[config.mk]
export PLATFORM = sky130hd
export DESIGN_NAME = vga_sync_gen_flat
export DESIGN_NICKNAME = d
export VERILOG_FILES = /design/src/rtl/vga_timing_pkg.sv /design/src/rtl/vga_sync_gen_if.sv /design/src/rtl/pixel_tick_gen.sv /design/src/rtl/vga_sync_gen.sv /design/src/flat_wrapper.sv
export SDC_FILE = /design/constraint.sdc
export NUM_CORES = 1
export LEC_CHECK = 0
export CORE_ASPECT_RATIO = 1.5
export CORE_MARGIN = 2
export CORE_UTILIZATION = 45
export CTS_CLUSTER_DIAMETER = 200
export DETAILED_ROUTE_END_ITERATION = 10
export GPL_ROUTABILITY_DRIVEN = 0
export PLACE_DENSITY = 0.83
export SYNTH_ARGS = -nofsm -noshare
export SYNTH_HDL_FRONTEND = slang
export SYNTH_SLANG_ARGS = --single-unit
[constraint.sdc]
create_clock -name CLK -period 1.85 [get_ports CLK]
set_input_delay 0.37 -clock CLK [delete_from_list [all_inputs] [get_ports CLK]]
set_output_delay 0.37 -clock CLK [all_outputs]
set_load 0.01 [all_outputs]
[src/rtl/vga_timing_pkg.sv]
// Shared timing constants, counter/colour types and small helpers for the
// 640x480@60 Hz text display.
package vga_timing_pkg;

    localparam int CNT_W = 10;
    typedef logic [CNT_W-1:0] cnt_t;
    typedef logic [2:0]       rgb_t;

    localparam int DIV_DEFAULT    = 4;
    localparam int H_DISP_DEFAULT = 640;
    localparam int H_FP_DEFAULT   = 16;
    localparam int H_SYNC_DEFAULT = 96;
    localparam int H_BP_DEFAULT   = 48;
    localparam int V_DISP_DEFAULT = 480;
    localparam int V_FP_DEFAULT   = 10;
    localparam int V_SYNC_DEFAULT = 2;
    localparam int V_BP_DEFAULT   = 33;

    localparam int H_TOTAL = H_DISP_DEFAULT + H_FP_DEFAULT + H_SYNC_DEFAULT + H_BP_DEFAULT;
    localparam int V_TOTAL = V_DISP_DEFAULT + V_FP_DEFAULT + V_SYNC_DEFAULT + V_BP_DEFAULT;

    localparam int H_SYNC_START = H_DISP_DEFAULT + H_FP_DEFAULT;
    localparam int H_SYNC_END   = H_SYNC_START + H_SYNC_DEFAULT - 1;
    localparam int V_SYNC_START = V_DISP_DEFAULT + V_FP_DEFAULT;
    localparam int V_SYNC_END   = V_SYNC_START + V_SYNC_DEFAULT - 1;

    localparam rgb_t BLACK = 3'b000;
    localparam rgb_t WHITE = 3'b111;
    localparam rgb_t BLUE  = 3'b001;

    // Inclusive window test used for both sync pulses.
    function automatic logic in_window(cnt_t v, cnt_t lo, cnt_t hi);
        return (v >= lo) && (v <= hi);
    endfunction

endpackage

[src/rtl/vga_sync_gen_if.sv]
// Timing/pixel bundle between the sync generator and the text generator / VGA pins.
interface vga_sync_gen_if;
    import vga_timing_pkg::*;

    logic p_tick;
    cnt_t pixel_x;
    cnt_t pixel_y;
    logic video_on;
    logic hsync;
    logic vsync;
    logic frame_start;
    rgb_t rgb_in;
    rgb_t rgb_out;

    modport master (
        output p_tick, pixel_x, pixel_y, video_on, hsync, vsync, frame_start, rgb_out,
        input  rgb_in
    );

    modport slave (
        input  p_tick, pixel_x, pixel_y, video_on, hsync, vsync, frame_start, rgb_out,
        output rgb_in
    );

endinterface

[src/rtl/pixel_tick_gen.sv]
// Divides CLK by DIV and flags the last cycle of every pixel slot.
module pixel_tick_gen #(
    parameter int DIV = 4
) (
    input  logic CLK,
    input  logic RESET_N,
    output logic p_tick
);

    localparam int             DW   = $clog2(DIV);
    localparam logic [DW-1:0]  LAST = DW'(DIV - 1);

    logic [DW-1:0] div_cnt;

    // NOTE: sequential state uses non-blocking assignment so every register
    // samples pre-edge values regardless of statement order.
    always_ff @(posedge CLK) begin
        if (!RESET_N) begin
            div_cnt <= '0;
        end else if (div_cnt >= LAST) begin
            div_cnt <= '0;
        end else begin
            div_cnt <= div_cnt + 1'b1;
        end
    end

    assign p_tick = (div_cnt == LAST);

endmodule

[src/rtl/vga_sync_gen.sv]
// Pixel timing generator: pixel enable, coordinates, registered active-low
// syncs and the blanked RGB register feeding the VGA pins.
module vga_sync_gen
    import vga_timing_pkg::*;
#(
    parameter int DIV    = DIV_DEFAULT,
    parameter int H_DISP = H_DISP_DEFAULT,
    parameter int H_FP   = H_FP_DEFAULT,
    parameter int H_SYNC = H_SYNC_DEFAULT,
    parameter int H_BP   = H_BP_DEFAULT,
    parameter int V_DISP = V_DISP_DEFAULT,
    parameter int V_FP   = V_FP_DEFAULT,
    parameter int V_SYNC = V_SYNC_DEFAULT,
    parameter int V_BP   = V_BP_DEFAULT
) (
    input  logic           CLK,
    input  logic           RESET_N,
    vga_sync_gen_if.master vga
);

    localparam int   H_TOT  = H_DISP + H_FP + H_SYNC + H_BP;
    localparam int   V_TOT  = V_DISP + V_FP + V_SYNC + V_BP;
    localparam cnt_t H_LAST = cnt_t'(H_TOT - 1);
    localparam cnt_t V_LAST = cnt_t'(V_TOT - 1);
    localparam cnt_t H_SS   = cnt_t'(H_DISP + H_FP);
    localparam cnt_t H_SE   = cnt_t'(H_DISP + H_FP + H_SYNC - 1);
    localparam cnt_t V_SS   = cnt_t'(V_DISP + V_FP);
    localparam cnt_t V_SE   = cnt_t'(V_DISP + V_FP + V_SYNC - 1);

    logic p_tick;
    cnt_t h_cnt, v_cnt;
    cnt_t h_nxt, v_nxt;
    logic frame_wrap;
    logic video_on;
    logic hsync_q, vsync_q, frame_start_q;
    rgb_t rgb_q;

    pixel_tick_gen #(.DIV(DIV)) u_tick (
        .CLK     (CLK),
        .RESET_N (RESET_N),
        .p_tick  (p_tick)
    );

    // Out-of-range counts (never reached normally) also wrap to 0.
    // NOTE: every always_comb output gets a default first, so no path infers a latch.
    always_comb begin
        h_nxt = h_cnt;
        v_nxt = v_cnt;
        if (p_tick) begin
            if (h_cnt >= H_LAST) begin
                h_nxt = '0;
                v_nxt = (v_cnt >= V_LAST) ? '0 : v_cnt + 1'b1;
            end else begin
                h_nxt = h_cnt + 1'b1;
            end
        end
    end

    assign frame_wrap = p_tick && (h_cnt >= H_LAST) && (v_cnt >= V_LAST);
    assign video_on   = (h_cnt < cnt_t'(H_DISP)) && (v_cnt < cnt_t'(V_DISP));

    // Syncs come from the next-state counters so they move on the same edge
    // as pixel_x/pixel_y; RGB is captured in the last cycle of the pixel slot.
    // NOTE: this block holds only control state (no memories), so every register is reset.
    always_ff @(posedge CLK) begin
        if (!RESET_N) begin
            h_cnt         <= '0;
            v_cnt         <= '0;
            hsync_q       <= 1'b1;
            vsync_q       <= 1'b1;
            frame_start_q <= 1'b0;
            rgb_q         <= BLACK;
        end else begin
            h_cnt         <= h_nxt;
            v_cnt         <= v_nxt;
            hsync_q       <= !in_window(h_nxt, H_SS, H_SE);
            vsync_q       <= !in_window(v_nxt, V_SS, V_SE);
            frame_start_q <= frame_wrap;
            if (p_tick) begin
                rgb_q <= video_on ? vga.rgb_in : BLACK;
            end
        end
    end

    assign vga.p_tick      = p_tick;
    assign vga.pixel_x     = h_cnt;
    assign vga.pixel_y     = v_cnt;
    assign vga.video_on    = video_on;
    assign vga.hsync       = hsync_q;
    assign vga.vsync       = vsync_q;
    assign vga.frame_start = frame_start_q;
    assign vga.rgb_out     = rgb_q;

endmodule

[src/flat_wrapper.sv]
// flat-port wrapper written by rule: the top's interface ports become plain ports
module vga_sync_gen_flat import vga_timing_pkg::*;
#(
    parameter int DIV    = DIV_DEFAULT,
    parameter int H_DISP = H_DISP_DEFAULT,
    parameter int H_FP   = H_FP_DEFAULT,
    parameter int H_SYNC = H_SYNC_DEFAULT,
    parameter int H_BP   = H_BP_DEFAULT,
    parameter int V_DISP = V_DISP_DEFAULT,
    parameter int V_FP   = V_FP_DEFAULT,
    parameter int V_SYNC = V_SYNC_DEFAULT,
    parameter int V_BP   = V_BP_DEFAULT
)
  (CLK, RESET_N, vga_p_tick, vga_pixel_x, vga_pixel_y, vga_video_on, vga_hsync, vga_vsync, vga_frame_start, vga_rgb_out, vga_rgb_in);
  vga_sync_gen_if vga_i ();
  input  logic CLK;
  input  logic RESET_N;
  output wire logic [$bits(vga_i.p_tick)-1:0] vga_p_tick;
  output wire logic [$bits(vga_i.pixel_x)-1:0] vga_pixel_x;
  output wire logic [$bits(vga_i.pixel_y)-1:0] vga_pixel_y;
  output wire logic [$bits(vga_i.video_on)-1:0] vga_video_on;
  output wire logic [$bits(vga_i.hsync)-1:0] vga_hsync;
  output wire logic [$bits(vga_i.vsync)-1:0] vga_vsync;
  output wire logic [$bits(vga_i.frame_start)-1:0] vga_frame_start;
  output wire logic [$bits(vga_i.rgb_out)-1:0] vga_rgb_out;
  input wire logic [$bits(vga_i.rgb_in)-1:0] vga_rgb_in;
  assign vga_p_tick = vga_i.p_tick;
  assign vga_pixel_x = vga_i.pixel_x;
  assign vga_pixel_y = vga_i.pixel_y;
  assign vga_video_on = vga_i.video_on;
  assign vga_hsync = vga_i.hsync;
  assign vga_vsync = vga_i.vsync;
  assign vga_frame_start = vga_i.frame_start;
  assign vga_rgb_out = vga_i.rgb_out;
  assign vga_i.rgb_in = vga_rgb_in;
  vga_sync_gen #(.DIV(DIV), .H_DISP(H_DISP), .H_FP(H_FP), .H_SYNC(H_SYNC), .H_BP(H_BP), .V_DISP(V_DISP), .V_FP(V_FP), .V_SYNC(V_SYNC), .V_BP(V_BP)) u_core (.CLK(CLK), .RESET_N(RESET_N), .vga(vga_i));
endmodule
Yosys cells after proc, flatten, opt, wreduce, memory -nomap -nowiden
Index checks and enable logic that the tools add are counted.
Widths: inputs -> output; s select.
{"block": "word_totals", "regBits": 28, "latchBits": 0, "mem_bits_rw": 0, "mem_bits_ro": 0, "input_bits": 5, "mem_count": 0}
{"block": "classes", "n_addsub": 3, "n_mul": 0, "n_div": 0, "magnitude_cmp": 9, "n_eq_ne": 1, "shift": 0, "n_mux": 6, "bitwise": 1, "n_reduce_logical": 8}
{"op": "$mux 10", "n": 5}
{"op": "$ge 10x10->1 const B", "n": 3}
{"op": "$add 10x1->10 const B", "n": 2}
{"op": "$ge 10x9->1 const B", "n": 1}
{"op": "$le 10x10->1 const B", "n": 1}
{"op": "$le 10x9->1 const B", "n": 1}
{"op": "$lt 10x10->1 const B", "n": 1}
{"op": "$lt 10x9->1 const B", "n": 1}
{"op": "$logic_and 1x1->1", "n": 5}
{"op": "$mux 3", "n": 1}
{"op": "$add 2x1->2 const B", "n": 1}
{"op": "$eq 2x2->1 const B", "n": 1}
{"op": "$ge 2x2->1 const B", "n": 1}
{"op": "$logic_not 1->1", "n": 2}
{"op": "$reduce_or 2->1", "n": 1}
{"op": "$not 1->1", "n": 1}

Longest topological paths before layout
{"block": "logic_depth", "ltp_word": 7, "ltp_mapped": 7, "ltp_nobuf": 6}

By module
Synthesis repeated with hierarchy kept, for this count alone.
{"block": "hier_totals", "hier_cells": 170, "area_unflattened_um2": 1443.9}
{"module": "vga_sync_gen", "n_inst": 1, "cells_per_inst": 165, "area_per_inst_um2": 1370.1, "seq_area_each_um2": 520.5}
{"module": "pixel_tick_gen", "n_inst": 1, "cells_per_inst": 5, "area_per_inst_um2": 73.8, "seq_area_each_um2": 40.0}

Least setup slack after synthesis
OpenSTA, ideal clock, no wires.
{"block": "synth_path", "kind": "register -> register", "start": "reg u_core.u_tick.div_cnt[0]", "end": "reg u_core.hsync_q (netlist: u_core.vga.hsync)", "setup_ns": 0.124, "arrival_time_ns": 1.663, "path_slack_ns": 0.062, "stages_incl_launch_ff": 7, "path_buffers": 0, "synth_period_minus_slack_ns": 1.788, "cell_sequence": "dfxtp_1 -> ha_1 -> nand4_2 -> or2_1 -> nor4_2 -> o21ai_1 -> a2111o_1"}
{"block": "synth_between", "elab_chain_len": 5, "elab_cells_between_ends": 6, "classes_between": "2 x order compare; 1 x eq/ne; 1 x mux; 2 x reduce/logical"}
{"item": "start, declared", "line": "pixel_tick_gen.sv:13", "text": "logic [DW-1:0] div_cnt;"}
{"item": "start signal, assigned", "line": "pixel_tick_gen.sv:23", "text": "div_cnt <= div_cnt + 1'b1;"}
{"item": "$eq 2x2->1 (*)", "line": "pixel_tick_gen.sv:27", "text": "assign p_tick = (div_cnt == LAST);"}
{"item": "named net vga_p_tick", "line": "flat_wrapper.sv:18", "text": "output wire logic [$bits(vga_i.p_tick)-1:0] vga_p_tick;"}
{"item": "$mux 10 (*)", "line": "vga_sync_gen.sv:49", "text": "if (p_tick) begin"}
{"item": "$ge 10x10->1 or $le 10x10->1 (tied branches)", "line": "vga_timing_pkg.sv:33", "text": "return (v >= lo) && (v <= hi);"}
{"item": "$logic_and 1x1->1 (*)", "line": "vga_timing_pkg.sv:33"}
{"item": "$logic_not 1->1 (*)", "line": "vga_sync_gen.sv:76", "text": "hsync_q <= !in_window(h_nxt, H_SS, H_SE);"}
{"item": "end signal, assigned", "line": "vga_sync_gen.sv:76"}
{"item": "end, declared", "line": "vga_sync_gen.sv:35", "text": "logic hsync_q, vsync_q, frame_start_q;"}
The timed path passes the listed nets; every way through them passes the cells marked *.
A chain may end at the register's enable or synchronous reset.

Worst setup path in the final report
{"block": "layout_path", "start": "reg u_core.v_cnt[5] (netlist: u_core.vga.pixel_y[5])", "end": "out vga_pixel_y[5]"}
{"item": "start, declared", "line": "vga_sync_gen.sv:31", "text": "cnt_t h_cnt, v_cnt;"}
{"item": "start signal, assigned", "line": "vga_sync_gen.sv:75", "text": "v_cnt <= v_nxt;"}
{"item": "end, declared", "line": "flat_wrapper.sv:20", "text": "output wire logic [$bits(vga_i.pixel_y)-1:0] vga_pixel_y;"}
No word-level cell between the ends.

==> tab_implementation.tex <==
\begin{tabular}{lr}
\hline
Metric & Value \\
\hline
\multicolumn{2}{l}{\textbf{Pwr}} \\
\quad LEAKAGE & 0.791 nW \\
\quad PwrDens & 541 nW/um2 \\
\quad Worst vdd ir & 0.000358 V \\
\multicolumn{2}{l}{\textbf{Clock network}} \\
\quad Total number of H-tree levels & 1 \\
\quad Clock tree from TritonCTS & done \\
\quad Maximum count of clock buffers along a single path & 2 \\
\quad Number of clock buffers inserted by TritonCTS & 3 \\
\quad Cell at the root of the clock tree & clkbuf\_8 \\
\quad Clock tree sinks & 28 \\
\quad Latest clock arrival within the worst-skew pair & 0.27 ns \\
\quad Clock-pin slew on the worst setup and hold paths & 0.10 ns \\
\quad Count of hold buffers inserted by post-cts repair & 0 \\
\multicolumn{2}{l}{\textbf{Floorplanning}} \\
\quad Row Count & 26 \\
\quad Number of placed I/O pins & 33 \\
\quad Die outline height & 75.5 um \\
\quad Core Region & 3320 um2 \\
\quad Initial Util & a little under half \\
\quad DIE AREA & 3900 um2 \\
\quad X dimension of the die & roughly 52 um \\
\multicolumn{2}{l}{\textbf{Worst setup path}} \\
\quad Critical register-to-register path endpoint & u\_core.vga.hsync \\
\quad CP Launch Type & flop \\
\quad Library cell contributing the largest single delay on the critical path & clkdlybuf4s50\_1 \\
\quad Worst-path cell chain & buf\_4 -> clkdlybuf4s50\_1 \\
\quad R2R cell count & 6 \\
\quad CP arrival & 1.42 ns \\
\quad Flop2flop setup slack & roughly 0.07 ns \\
\quad Slowest stage delay, CP & 0.53 ns \\
\quad Kind of end point of the critical path & output port \\
\quad Crit Path Max Fanout & 5 \\
\quad Data required, critical path & 1.48 ns \\
\quad Beginning of the worst register-to-register path & u\_core.vga.pixel\_x[0] \\
\quad Crit Path Class & reg2out \\
\multicolumn{2}{l}{\textbf{Synth}} \\
\quad Cells after synthesis & 180 \\
\quad Number of flops mapped to enable cells by yosys & 0 \\
\quad Post-Synthesis Net Count & 189 \\
\quad Register bit count reported by yosys & 28 \\
\quad Post-synth design cell area & 1530 um2 \\
\quad Number of distinct library cell variants in the gate-level netlist after synthesis & 46 \\
\quad Per-instance average area after synthesis & 8.52 um2 \\
\quad Register area share after synthesis & 36.5\% \\
\quad Most area-hungry cell type in the Yosys netlist & dfxtp\_1 \\
\quad Fraction of synthesized cell area taken by the top area cell type & 36.5\% \\
\quad Post-synth ARST share & 0\% \\
\quad Dominant synthesized flop cell & dfxtp\_1 \\
\quad Count of warnings emitted by yosys & 0 \\
\quad Cells taking the most area after synthesis & dfxtp\_1 (37\%), xor2\_1 (5.7\%), nor2\_1 (5.1\%), xnor2\_1 (5.1\%), nand3\_1 (4.6\%) \\
\multicolumn{2}{l}{\textbf{Worst hold path}} \\
\quad Worst Hold Path Cells & 1 \\
\quad Hold Path Origin & u\_core.u\_tick.div\_cnt[0] \\
\quad WHS Endpoint & u\_core.u\_tick.div\_cnt[0] \\
\quad Min-delay worst type & reg2reg \\
\multicolumn{2}{l}{\textbf{Placed design}} \\
\quad Buffers on Ports & 32 \\
\quad DP Wirelength & 2.73 mm \\
\multicolumn{2}{l}{\textbf{Drt}} \\
\quad DRC & 0 \\
\quad Wire per inst & 13.8 um \\
\quad Aggregate routed wire length & 3.76 mm \\
\quad Vias after detailed routing & 1,507 \\
\quad Remaining number of nets flagged by the antenna check after routing & 0 \\
\quad Detailed router's first-iteration violation count & 42 \\
\quad Detailed-routing iteration count for the pre-antenna-repair pass & 4 \\
\quad Vias per cell & 5.52 \\
\multicolumn{2}{l}{\textbf{Global route}} \\
\quad Number of global-route vias before repair & 1,389 \\
\quad Maximum number of pins on one net before global-route repair & 17 \\
\quad First-pass GRT wire length & 6.04 mm \\
\quad Overflow after GRT & 0 \\
\quad Overall routing resource usage & 19.8\% \\
\quad Number of antenna violations at the first check in global routing & 0 \\
\multicolumn{2}{l}{\textbf{Status}} \\
\quad Outcome & finished, final reports clean \\
\multicolumn{2}{l}{\textbf{Timing}} \\
\quad Hold Violations, Final & 0 \\
\quad Min Clock Period, post-route & 1.79 ns \\
\quad Transition at the pin with the smallest max-transition slack & 0.423 ns \\
\quad Fmax & between 500 and 600 MHz \\
\quad Number of setup violations in the final report & 0 \\
\quad Worst slew margin relative to its limit & 71.7\% \\
\quad Post-route worst hold slack & 0.448 ns \\
\quad Final period util & 97.0\% \\
\quad Largest clock skew in the final design & 0.00505 ns \\
\quad Max Slew Vio Count & 0 \\
\multicolumn{2}{l}{\textbf{Layout}} \\
\quad Fill cell count & 277 \\
\quad Layout cell share with drive strength beyond 1 & a little under a fifth \\
\quad Antenna cell count & 0 \\
\quad Utilization after layout & 65.2\% \\
\quad Net count reported at finish & around 240 \\
\quad Area delta synth->final & 41.0\% \\
\quad Footprint of the multi-input gates & between 900 and 1000 um2 \\
\quad Area used by sequential logic in the layout & 562 um2 \\
\multicolumn{2}{l}{\textbf{Run}} \\
\quad Max\_cap viols & 0 \\
\hline
\end{tabular}
[layer usage]
layer	vias to the layer above	global-route usage [%]	share of wire, %
met5	-	0	0
met1	719	23.7	41
met4	0	7.02	1.5
met3	9	1.57	2.9
met2	39	36.8	55
li1	740	-	-
[cells by family after synthesis]
family	synth area share, %
flops	36.5
xor+xnor	10.8
buf+inv	3.75
fa+ha+maj	3.26
compound gates	15.0
simple gates	30.6
[flip-flops by register name (all words and copies together) (netlist names)]
| name | count |
|---|---|
| u_core.vga.hsync | 1 |
| u_core.u_tick.div_cnt | 2 |
| u_core.vga.vsync | 1 |
| u_core.vga.pixel_y | 10 |
| u_core.vga.pixel_x | 10 |
| u_core.vga.rgb_out | 3 |
| u_core.vga.frame_start | 1 |
[timing repair]
item                                    4_1_cts  5_1_grt
pin swaps                                     0        2
setup buffers                                 0        3
resized for setup                             5       10
endpoints found under the setup margin        2        2
[worst max-delay path, delay by kind of cell (launching register included)]
| family | cells | cell delay (ns) |
|---|---|---|
| buffers and inverters | 2 | 0.70 |
| flip-flops | 1 | 0.45 |
[placed cells by master, fill, tap and decap left out, types with 6 or more instances in the layout]
cell type / Yosys / layout
xor2_1: 10 / 10
clkdlybuf4s50_1: 0 / 30
buf_4: 0 / 22
nand2b_1: 6 / 6
xnor2_1: 9 / 9
nor2_1: 21 / 21
dfxtp_1: 28 / 27
nand4_1: 6 / 6
inv_1: 6 / 6
nand3_1: 14 / 14
nand2_1: 14 / 14
[how the worst max path moves through the flow]
stage	start	endpoint	slack, ns	depth (start not counted)
after global routing	u_core.vga.pixel_x[0]	u_core.vga.vsync	-0.04	6
after global placement	u_core.vga.pixel_x[7]	vga_video_on	0.02	4
after floorplan	u_core.u_tick.div_cnt[0]	u_core.vga.hsync	0.06	6
after CTS	u_core.u_tick.div_cnt[0]	u_core.vga.hsync	0.04	6
after detailed placement	u_core.vga.pixel_x[7]	vga_video_on	0.02	4
final	u_core.vga.pixel_y[5]	vga_pixel_y[5]	0.06	2
[per-stage QoR]
step                instances  setup WS [ns]  cell area, um2  TNS [ns]  total power [W]
floorplan                 180         0.0622            1530         0         0.000664
global placement          266         0.0184            2020         0         0.000695
detailed placement        266         0.0244            2020         0         0.000697
CTS                       270         0.0372            2100         0          0.00117
global route              273        -0.0434            2160   -0.0434          0.00120
finish                    273         0.0561            2160         0          0.00117
[layout make-up]
type | count | share of cell area, %
Clock buffer | 3 | 1.91
Multi-Input combinational cell | 138 | 44.4
Sequential cell | 28 | 26.0
Tap cell | 42 | 2.43
Timing Repair Buffer | 55 | 22.8
Inverter | 6 | 1.04
Clock inverter | 1 | 1.39
[synthesized netlist by cell type (2+ instances only)]
cell,n
and4_1,2
and2_1,4
buf_2,4
nand3_1,14
clkbuf_1,4
dfxtp_1,28
o21ai_0,5
a2111o_1,2
o21ai_1,2
a21oi_1,5
nand2_1,14
nand4_1,6
xnor2_1,9
ha_1,4
nor2_1,21
xor2_1,10
nor3_1,5
inv_1,6
and3_1,2
nand2b_1,6
nand4_2,2
[report_power, final]
| part | internal (W) | switching (W) | leakage (nW) | total, W |
|---|---|---|---|---|
| Clock | 0.000289 | 0.000188 | 0.0357 | 0.000477 |
| Sequential | 0.000613 | 0.00000737 | 0.226 | 0.000621 |
| Combinational | 0.0000387 | 0.0000336 | 0.529 | 0.0000723 |
No activity file was read; power rests on OpenSTA's default activity.
